===== config.mk =====
export PLATFORM = sky130hd
export DESIGN_NAME = aidan_mcnay_prime_search_ctrl
export DESIGN_NICKNAME = d
export VERILOG_FILES = /design/src/rtl/aidan_mcnay_prime_pkg.sv /design/src/rtl/aidan_mcnay_div_lane_ctrl.sv /design/src/rtl/aidan_mcnay_prime_search_ctrl.sv
export SDC_FILE = /design/constraint.sdc
export NUM_CORES = 1
export LEC_CHECK = 0
export BUFFER_PORTS_ARGS = -buffer_cell sky130_fd_sc_hd__buf_2
export CORE_ASPECT_RATIO = 1.4
export CORE_MARGIN = 2
export CORE_UTILIZATION = 45
export DETAILED_ROUTE_END_ITERATION = 12
export MAX_ROUTING_LAYER = met4
export PLACE_DENSITY = 0.73
export RECOVER_POWER = 100
export SYNTH_ARGS = -nofsm -noshare
export SYNTH_HDL_FRONTEND = slang
export SYNTH_SLANG_ARGS = --single-unit
export TNS_END_PERCENT = 5

===== constraint.sdc =====
create_clock -name clk -period 4.12 [get_ports clk]
set_clock_uncertainty 0.05 [all_clocks]
set_input_delay 0.206 -clock clk [delete_from_list [all_inputs] [get_ports clk]]
set_output_delay 0.206 -clock clk [all_outputs]
set_load 0.005 [all_outputs]

===== src/rtl/aidan_mcnay_prime_pkg.sv =====
// Shared definitions for the multi-lane prime search controller.
// Latency: n/a (types and constants only).
// Backpressure: n/a.
package aidan_mcnay_prime_pkg;

  typedef enum logic [2:0] {
    ST_IDLE  = 3'd0,
    ST_ISSUE = 3'd1,
    ST_WAIT  = 3'd2,
    ST_EVAL  = 3'd3,
    ST_DONE  = 3'd4
  } state_t;

  // Smallest trial divisor; every search starts its first round here.
  localparam int MIN_DIVISOR = 2;
  localparam int MAX_LANES   = 8;

  // Legal lane counts for the divider bank.
  function automatic bit lanes_ok(input int n);
    return (n >= 1) && (n <= MAX_LANES);
  endfunction

endpackage


===== src/rtl/aidan_mcnay_div_lane_ctrl.sv =====
// One divider lane: activity test, issue/return tracking, zero-remainder capture.
// Latency: flags update one cycle after the val&rdy handshake.
// Backpressure: request held until istream_rdy; response accepted once per round.
// Optional: PRIME_SQRT_BOUND_EN selects the d*d <= cand activity bound.
module aidan_mcnay_div_lane_ctrl
  import aidan_mcnay_prime_pkg::*;
#(
  parameter int NBITS = 16,
  parameter int LANE  = 0
) (
  input  logic             clk,
  input  logic             reset_n,
  input  logic [NBITS:0]   base,
  input  logic [NBITS-1:0] cand,
  input  logic             issue_phase,
  input  logic             wait_phase,
  input  logic             clear,
  output logic [NBITS-1:0] divisor,
  output logic             istream_val,
  input  logic             istream_rdy,
  input  logic             ostream_val,
  output logic             ostream_rdy,
  input  logic [NBITS-1:0] remainder,
  output logic             issue_done,
  output logic             return_done,
  output logic             rem_zero
);

  logic [NBITS:0] lane_div;
  logic           active;
  logic           issued;
  logic           returned;
  logic           rem_zero_r;
  logic           issue_fire;
  logic           ret_fire;

  assign lane_div = base + (NBITS+1)'(LANE);
  assign divisor  = lane_div[NBITS-1:0];

`ifdef PRIME_SQRT_BOUND_EN
  // Stop at floor(sqrt(cand)); the square is wide enough to never wrap.
  logic [2*NBITS+1:0] lane_sq;
  assign lane_sq = {{(NBITS+1){1'b0}}, lane_div} * {{(NBITS+1){1'b0}}, lane_div};
  assign active  = (lane_sq <= {{(NBITS+2){1'b0}}, cand});
`else
  // Linear bound: try every divisor below the candidate.
  assign active = (lane_div < {1'b0, cand});
`endif

  // Outputs depend only on registered state, never on the incoming handshakes.
  assign istream_val = issue_phase & active & ~issued;
  assign ostream_rdy = wait_phase & issued & ~returned;
  assign issue_fire  = istream_val & istream_rdy;
  assign ret_fire    = ostream_rdy & ostream_val;

  // Completion includes this cycle's handshake so a round can advance immediately.
  assign issue_done  = ~active | issued | issue_fire;
  assign return_done = ~active | returned | ret_fire;
  assign rem_zero    = rem_zero_r & returned;

  // Per-round progress flags; cleared in EVAL before the next round starts.
  always_ff @(posedge clk) begin
    if (!reset_n) begin
      issued     <= 1'b0;
      returned   <= 1'b0;
      rem_zero_r <= 1'b0;
    end else if (clear) begin
      issued     <= 1'b0;
      returned   <= 1'b0;
      rem_zero_r <= 1'b0;
    end else begin
      if (issue_fire) issued <= 1'b1;
      if (ret_fire) begin
        returned   <= 1'b1;
        rem_zero_r <= (remainder == '0);
      end
    end
  end

endmodule


===== src/rtl/aidan_mcnay_prime_search_ctrl.sv =====
// Prime test by parallel trial division over NLANES external val/rdy dividers.
// Latency: done one cycle after start for trivial inputs, else 3+ cycles per round.
// Backpressure: lanes handshake independently; start ignored while busy.
// Optional: PRIME_SQRT_BOUND_EN bounds the search at floor(sqrt(value)).
module aidan_mcnay_prime_search_ctrl
  import aidan_mcnay_prime_pkg::*;
#(
  parameter int NBITS  = 16,
  parameter int NLANES = 2
) (
  input  logic                    clk,
  input  logic                    reset_n,
  input  logic                    start,
  input  logic [NBITS-1:0]        value,
  output logic                    busy,
  output logic [NLANES-1:0]       div_istream_val,
  input  logic [NLANES-1:0]       div_istream_rdy,
  output logic [NLANES*NBITS-1:0] div_divisor,
  output logic [NBITS-1:0]        div_dividend,
  input  logic [NLANES-1:0]       div_ostream_val,
  output logic [NLANES-1:0]       div_ostream_rdy,
  input  logic [NLANES*NBITS-1:0] div_remainder,
  output logic                    done,
  output logic                    is_prime,
  output logic [NBITS-1:0]        factor
);

  if (!lanes_ok(NLANES)) begin : g_bad_lanes
    $error("NLANES must be between 1 and 8");
  end

  state_t           state_r;
  state_t           state_nxt;
  logic [NBITS-1:0] cand_r;
  logic [NBITS:0]   base_r;
  logic [NBITS:0]   next_base;
  logic             is_prime_r;
  logic [NBITS-1:0] factor_r;
  logic             start_acc;
  logic             start_lane0;
  logic             next_lane0;

  logic [NBITS-1:0]  lane_div [NLANES];
  logic [NLANES-1:0] issue_done;
  logic [NLANES-1:0] return_done;
  logic [NLANES-1:0] hit;
  logic              hit_any;
  logic [NBITS-1:0]  hit_factor;

  // Lane-0 activity for a prospective base, used to decide whether a round is needed.
  function automatic logic lane0_active(input logic [NBITS:0] d, input logic [NBITS-1:0] c);
`ifdef PRIME_SQRT_BOUND_EN
    logic [2*NBITS+1:0] sq;
    sq = {{(NBITS+1){1'b0}}, d} * {{(NBITS+1){1'b0}}, d};
    return sq <= {{(NBITS+2){1'b0}}, c};
`else
    return d < {1'b0, c};
`endif
  endfunction

  assign busy         = (state_r == ST_ISSUE) || (state_r == ST_WAIT) || (state_r == ST_EVAL);
  assign done         = (state_r == ST_DONE);
  assign is_prime     = is_prime_r;
  assign factor       = factor_r;
  assign div_dividend = cand_r;

  assign start_acc   = start && ((state_r == ST_IDLE) || (state_r == ST_DONE));
  assign start_lane0 = lane0_active((NBITS+1)'(MIN_DIVISOR), value);
  assign next_base   = base_r + (NBITS+1)'(NLANES);
  assign next_lane0  = lane0_active(next_base, cand_r);

  for (genvar i = 0; i < NLANES; i++) begin : g_lane
    aidan_mcnay_div_lane_ctrl #(
      .NBITS (NBITS),
      .LANE  (i)
    ) u_lane (
      .clk         (clk),
      .reset_n     (reset_n),
      .base        (base_r),
      .cand        (cand_r),
      .issue_phase (state_r == ST_ISSUE),
      .wait_phase  (state_r == ST_WAIT),
      .clear       (state_r == ST_EVAL),
      .divisor     (lane_div[i]),
      .istream_val (div_istream_val[i]),
      .istream_rdy (div_istream_rdy[i]),
      .ostream_val (div_ostream_val[i]),
      .ostream_rdy (div_ostream_rdy[i]),
      .remainder   (div_remainder[i*NBITS +: NBITS]),
      .issue_done  (issue_done[i]),
      .return_done (return_done[i]),
      .rem_zero    (hit[i])
    );
    // Divisors read as zero outside an active search.
    assign div_divisor[i*NBITS +: NBITS] = busy ? lane_div[i] : '0;
  end

  // Lowest-index lane with a zero remainder supplies the smallest factor.
  always_comb begin
    hit_any    = |hit;
    hit_factor = '0;
    for (int i = NLANES - 1; i >= 0; i--) begin
      if (hit[i]) hit_factor = lane_div[i];
    end
  end

  // State register.
  always_ff @(posedge clk) begin
    if (!reset_n) state_r <= ST_IDLE;
    else          state_r <= state_nxt;
  end

  // Next-state decode.
  always_comb begin
    state_nxt = state_r;
    case (state_r)
      ST_IDLE, ST_DONE: begin
        if (start) begin
          if (value < NBITS'(MIN_DIVISOR)) state_nxt = ST_DONE;
          else if (!start_lane0)           state_nxt = ST_DONE;
          else                             state_nxt = ST_ISSUE;
        end
      end
      ST_ISSUE: if (&issue_done)  state_nxt = ST_WAIT;
      ST_WAIT:  if (&return_done) state_nxt = ST_EVAL;
      ST_EVAL: begin
        if (hit_any)          state_nxt = ST_DONE;
        else if (!next_lane0) state_nxt = ST_DONE;
        else                  state_nxt = ST_ISSUE;
      end
      default: state_nxt = ST_IDLE;
    endcase
  end

  // Candidate latch, base counter and held results.
  always_ff @(posedge clk) begin
    if (!reset_n) begin
      cand_r     <= '0;
      base_r     <= '0;
      is_prime_r <= 1'b0;
      factor_r   <= '0;
    end else if (start_acc) begin
      cand_r     <= value;
      base_r     <= (NBITS+1)'(MIN_DIVISOR);
      is_prime_r <= (value >= NBITS'(MIN_DIVISOR)) && !start_lane0;
      factor_r   <= '0;
    end else if (state_r == ST_EVAL) begin
      if (hit_any) begin
        is_prime_r <= 1'b0;
        factor_r   <= hit_factor;
      end else begin
        base_r <= next_base;
        if (!next_lane0) is_prime_r <= 1'b1;
      end
    end
  end

endmodule


## After elaboration in Yosys (flattened, before gate mapping)

Index checks and enable logic that the tools add are counted.

- Output and inout bits: 71
- Input port bits: 55
- Register bits: 59

- Multiplexer cells: 19
- Reductions and logical operators: 21
- Equal/unequal tests: 9
- Add/subtract/negate cells: 2
- Bitwise gates (word level): 30
- Order comparisons: 6

Operators with widths:

| cell | number |
|---|---|
| 2-to-1 mux 16 bit | 4 |
| < comparator 17 x 16 -> 1 bit | 3 |
| zero test 16 bit | 2 |
| 2-to-1 mux 3 bit | 7 |
| adder 17 x 1 -> 17 bit, second input constant | 1 |
| adder 17 x 2 -> 17 bit, second input constant | 1 |
| greater-or-equal comparator 16 x 2 -> 1 bit, second input constant | 1 |
| < comparator 16 x 2 -> 1 bit, second input constant | 1 |
| < comparator 2 x 16 -> 1 bit, first input constant | 1 |
| AND 1 bit | 14 |
| one-hot mux 3 bit (4 select lines) | 1 |
| AND reduction 2 bit | 6 |
| inequality test 2 bit, second input constant | 4 |
| inverter 1 bit | 8 |
| bitwise OR 1 bit | 8 |
| OR reduction 2 bit | 4 |
| == test 3 x 2 -> 1 bit, second input constant | 2 |
| 2-to-1 mux 2 bit | 3 |
| 2-to-1 mux 1 bit | 4 |
| == test 3 x 1 -> 1 bit, second input constant | 1 |
| == test 3 bit, second input constant | 1 |
| zero test 3 bit | 1 |
| logical OR 1 bit | 3 |
| inequality test 3 x 2 -> 1 bit, second input constant | 1 |
| other kinds (4) | 5 |

## Logic depth before layout (Yosys ltp)

- Depth in word-level cells: 9
- Gate-level depth with buffers: 13
- Depth with buffers taken out: 13

## Modules after synthesis

Synthesis repeated with hierarchy kept, for this count alone.

- Cell total of the unflattened synthesis: 592
- Area total of the unflattened synthesis: 4560.6 um2

By module, submodules not included:

| module | sequential area each (um2) | cells an instance | area each (um2) | times used |
|---|---|---|---|---|
| aidan_mcnay_prime_search_ctrl | 1041.0 | 383 | 2991.6 | 1 |
| aidan_mcnay_div_lane_ctrl at g_lane[1].u_lane | 60.1 | 119 | 882.1 | 1 |
| aidan_mcnay_div_lane_ctrl at g_lane[0].u_lane | 60.1 | 90 | 686.9 | 1 |

## Least setup slack after synthesis

No wires, ideal clock.

- Path kind: register -> register
- Start point: reg base_r[1]
- End point: reg state_r[0]
- Buffers on the path: 0
- Arrival time: 2.714 ns
- Slack: 1.265 ns
- Period minus slack after synthesis: 2.855 ns
- Library setup time: 0.091 ns
- Cell stages (with the launch flop): 14
- Cell sequence: dfxtp_1 -> ha_1 -> nand3_1 -> nor2_1 -> nand2_1 -> nor2_1 -> xor2_1 -> ha_1 -> a211oi_1 -> nand2_1 -> nor4b_1 -> o311ai_1 -> a21bo_1 -> a311oi_1

- Elaborated cells on any way between the ends: 29
- Those cells by class: add/sub (2); order compare (3); eq/ne (2); mux (3); bitwise (16); reduce/logical (3)

RTL lines:

| item | RTL line | source |
|---|---|---|
| start, declared | aidan_mcnay_prime_search_ctrl.sv:35 | `logic [NBITS:0] base_r;` |
| start signal, assigned | aidan_mcnay_prime_search_ctrl.sv:144 | `base_r <= (NBITS+1)'(MIN_DIVISOR);` |
| start signal, assigned | aidan_mcnay_prime_search_ctrl.sv:152 | `base_r <= next_base;` |
| adder 17 x 2 -> 17 bit | aidan_mcnay_prime_search_ctrl.sv:69 | `assign next_base = base_r + (NBITS+1)'(NLANES);` |
| net next_base[11] | aidan_mcnay_prime_search_ctrl.sv:36 | `logic [NBITS:0] next_base;` |
| < comparator 17 x 16 -> 1 bit | aidan_mcnay_prime_search_ctrl.sv:57 | `return d < {1'b0, c};` |
| 2-to-1 mux 3 bit | aidan_mcnay_prime_search_ctrl.sv:128 | `else if (!next_lane0) state_nxt = ST_DONE;` |
| 2-to-1 mux 3 bit | aidan_mcnay_prime_search_ctrl.sv:127 | `if (hit_any) state_nxt = ST_DONE;` |
| one-hot mux 3 bit (4 select lines) | aidan_mcnay_prime_search_ctrl.sv:116 | `case (state_r)` |
| end signal, assigned | aidan_mcnay_prime_search_ctrl.sv:110 | `else state_r <= state_nxt;` |
| end, declared | aidan_mcnay_prime_search_ctrl.sv:32 | `state_t state_r;` |

The timed path passes the listed nets, and every way through them passes these cells.
A chain may end at the register's enable or synchronous reset.

## Final worst setup path

Same ends and word-level chain as after synthesis.

==> reports/metrics.csv <==
stage,metric,value,unit
timing,Final Hold Fails,0,
pwr,clock power share,38.9,%
pwr,Reg power frac,33.2,%
finish,nets,640,
floorplan,core area,8149,µm²
route,drt wl/cell,15.34,µm
clock_network,postcts setup bufs,0,
pwr,Peak VDD IR,0.0002993,V
clock_network,Post-CTS Resized,0,
status,outcome,finished with violations,
run,total of max-cap violations,1,
pwr,Leak,1.901,nW
clock_network,hold buffers post-CTS,0,
clock_network,Clock Pin Slew Worst Setup and Hold Paths,0.05,ns
logic_synthesis,ys async rst share,0,%
setup_path,crit start category,flop,
timing,Final period util,85.17,%
global_route,pin count of the biggest net entering global routing,33,
global_route,vias in the first global route,3360,
route,Antenna Violating Nets Remaining,0,
timing,minimum clock period,3.509,ns
logic_synthesis,"EDFF count, synth",0,
timing,Tightest Pin Transition,1.530,ns
logic_synthesis,average cell area after synthesis,8.140,µm²
setup_path,CP arrival,3.70,ns
timing,RSZ-0062 raised after global routing,false,
logic_synthesis,Yosys top cell by area,dfxtp_1,
route,Pre-Repair DR Iteration Count,5,
route,WL final,10130,µm
pwr,Comb pwr share,27.9,%
logic_synthesis,"top cells by count, synth","58 x dfxtp_1, 58 x nand2_1, 44 x nor2_1",
setup_path,Worst Path Required,4.31,ns
clock_network,TritonCTS Sinks,58,
clock_network,Root Buffer,clkbuf_16,
timing,setup violators final,0,
logic_synthesis,synth warn,0,
logic_synthesis,cell area after synthesis,3752,µm²
global_route,Tot GR Track Use,23.38,%
floorplan,site row count,39,
logic_synthesis,Syn Nets,548,
finish,Area Overhead vs Synth,19.77,%
pwr,internal power,1.362,mW
clock_network,CTS H-Tree Depth,3,
global_route,gr ovfl total,0,
floorplan,die area,9095,µm²
floorplan,Initial Util,46.05,%
setup_path,crit path max fanout,6,
pwr,Net Sw Frac,33.84,%
logic_synthesis,top_reg_cell synth,dfxtp_1,
floorplan,Ports,126,
route,Iter 0 DRT Violations,203,
global_route,first-pass GRT wire length,15620,µm
setup_path,Worst setup EP type,flop,
placement,dpl cell area,4223,µm²
floorplan,chip height,112.0,µm
floorplan,Horiz. Die Dim,81.18,µm
timing,fmax,0.2850,GHz
finish,ANT cells,0,
placement,Place WS,0.7561,ns
placement,count of input and output buffers,124,
logic_synthesis,Mapped Cells,461,
route,routed via count,3625,
logic_synthesis,Unique masters post-synth,58,
clock_network,CTS Buf Count,9,
status,failing checks,"capacitance limit, slew limit",
logic_synthesis,post-synth top area share,30.94,%
setup_path,critical path class,flop to flop,
hold_path,type of the worst min-delay path,primary input to flop,
timing,fin. max-slew vios,33,
clock_network,CTS tree,yes,
finish,Layout Utilization,55.15,%
finish,layout cells sized above 1,20.61,%
route,Via density,5.492,
logic_synthesis,"Seq/Total Area, Yosys",30.94,%
placement,routability congestion estimate,1.001,
pwr,P_sw,696.9,µW
timing,fin worst setup slack,0.6108,ns
route,DRC viols,0,
logic_synthesis,synth top area cells,"dfxtp_1 31%, ha_1 11%, nand2_1 5.8%",
timing,setup TNS,0,ns
placement,Final HPWL DP,7864,µm
clock_network,worst-case clock buffer depth,2,
finish,Final Instance Area,4494,µm²
pwr,pwr/cell area,458.2,nW/µm²
clock_network,"Clk Latency, worst-skew pair",0.34,ns
logic_synthesis,post-synthesis register bit count,58,
global_route,antenna violations before repair,0,
timing,Rel. slew slack,-2.015,%
==> power by group through the flow <==
stage / Combinational, mW / Clock (mW) / Sequential [mW]
6_report: 0.575 / 0.801 / 0.684
5_1_grt: 0.643 / 0.837 / 0.691
4_1_cts: 0.598 / 0.815 / 0.683
3_5_place_dp: 0.592 / 0 / 0.694
3_3_place_gp: 0.582 / 0 / 0.691
2_1_floorplan: 0.419 / 0 / 0.667
==> layout make-up <==
class,count,area (µm²)
fillers,786,3655
multi-input cells,341,2232
flip-flops and latches,58,1161
repair buffers,125,585.6
clock buffers,11,242.7
well taps,102,127.6
clock inverters,5,77.57
inverters,18,67.56
==> metrics by stage <==
step	cells	power (mW)	hold slack (ns)
floorplan	461	1.086	0.3009
global placement	644	1.274	0.4161
detailed placement	644	1.286	0.4274
CTS	660	2.095	0.07998
global route	660	2.171	0.09414
finish	660	2.059	0.08173
==> layer usage <==
metal,up-vias,track usage (%),share of wire [%]
met1,1656,24.70,39
met3,28,4.582,6.1
met2,158,40.44,51
li1,1783,-,-
met5,-,-,0
met4,0,11.86,3.7
==> cells by family (layout without fill, tap and decap cells) <==
logic type	after synthesis	count (layout)	share of synthesized area [%]
AO/OA/AOI/OAI	85	85	14.87
flip-flops	58	58	30.94
XOR/XNOR	21	21	4.902
AND/OR/NAND/NOR	187	187	25.11
multiplexers	15	15	4.001
other	1	1	0.09994
adder cells (fa/ha/maj)	32	32	10.67
buffers and inverters	62	159	9.403
==> path summary, 6_finish.rpt <==
path | start | endpoint | slack, ns | depth (start not counted)
worst max-delay path | base_r[1] | state_r[0] | 0.61 | 13
worst min-delay path | value[13] | div_dividend[13] | 0.08 | 3
worst max register to register | base_r[1] | state_r[0] | 0.61 | 13
worst min register to register | div_dividend[11] | div_dividend[11] | 0.44 | 2
==> flip-flops by register name, summed over array words and instances, names as in the netlist <==
signal and cells:
div_dividend 16, g_lane.u_lane.issued 2, g_lane.u_lane.returned 2, is_prime 1, g_lane.u_lane.rem_zero_r 2, base_r 16
state_r 3, factor 16
==> cell usage in the layout, fill, tap and decap left out, drive strengths merged, types with 15 or more instances in the layout <==
cell	count
a21boi	17
a21oi	23
and2	17
buf	92
clkbuf	44
dfxtp	58
ha	32
inv	18
mux2i	15
nand2	58
nor2	45
nor4	15
==> worst max-delay path, stage by stage (launching register included) <==
cell	delay, ns
dfxtp_1	0.44
ha_1	0.24
nand3_1	0.16
nor2_1	0.36
nand2_1	0.18
nor2_1	0.16
xor2_1	0.09
ha_1	0.22
a211oi_1	0.24
nand2_1	0.10
nor4b_1	0.38
o311ai_0	0.28
a21bo_1	0.26
a311oi_1	0.23
Note: power is estimated with default switching activity, not from simulation.
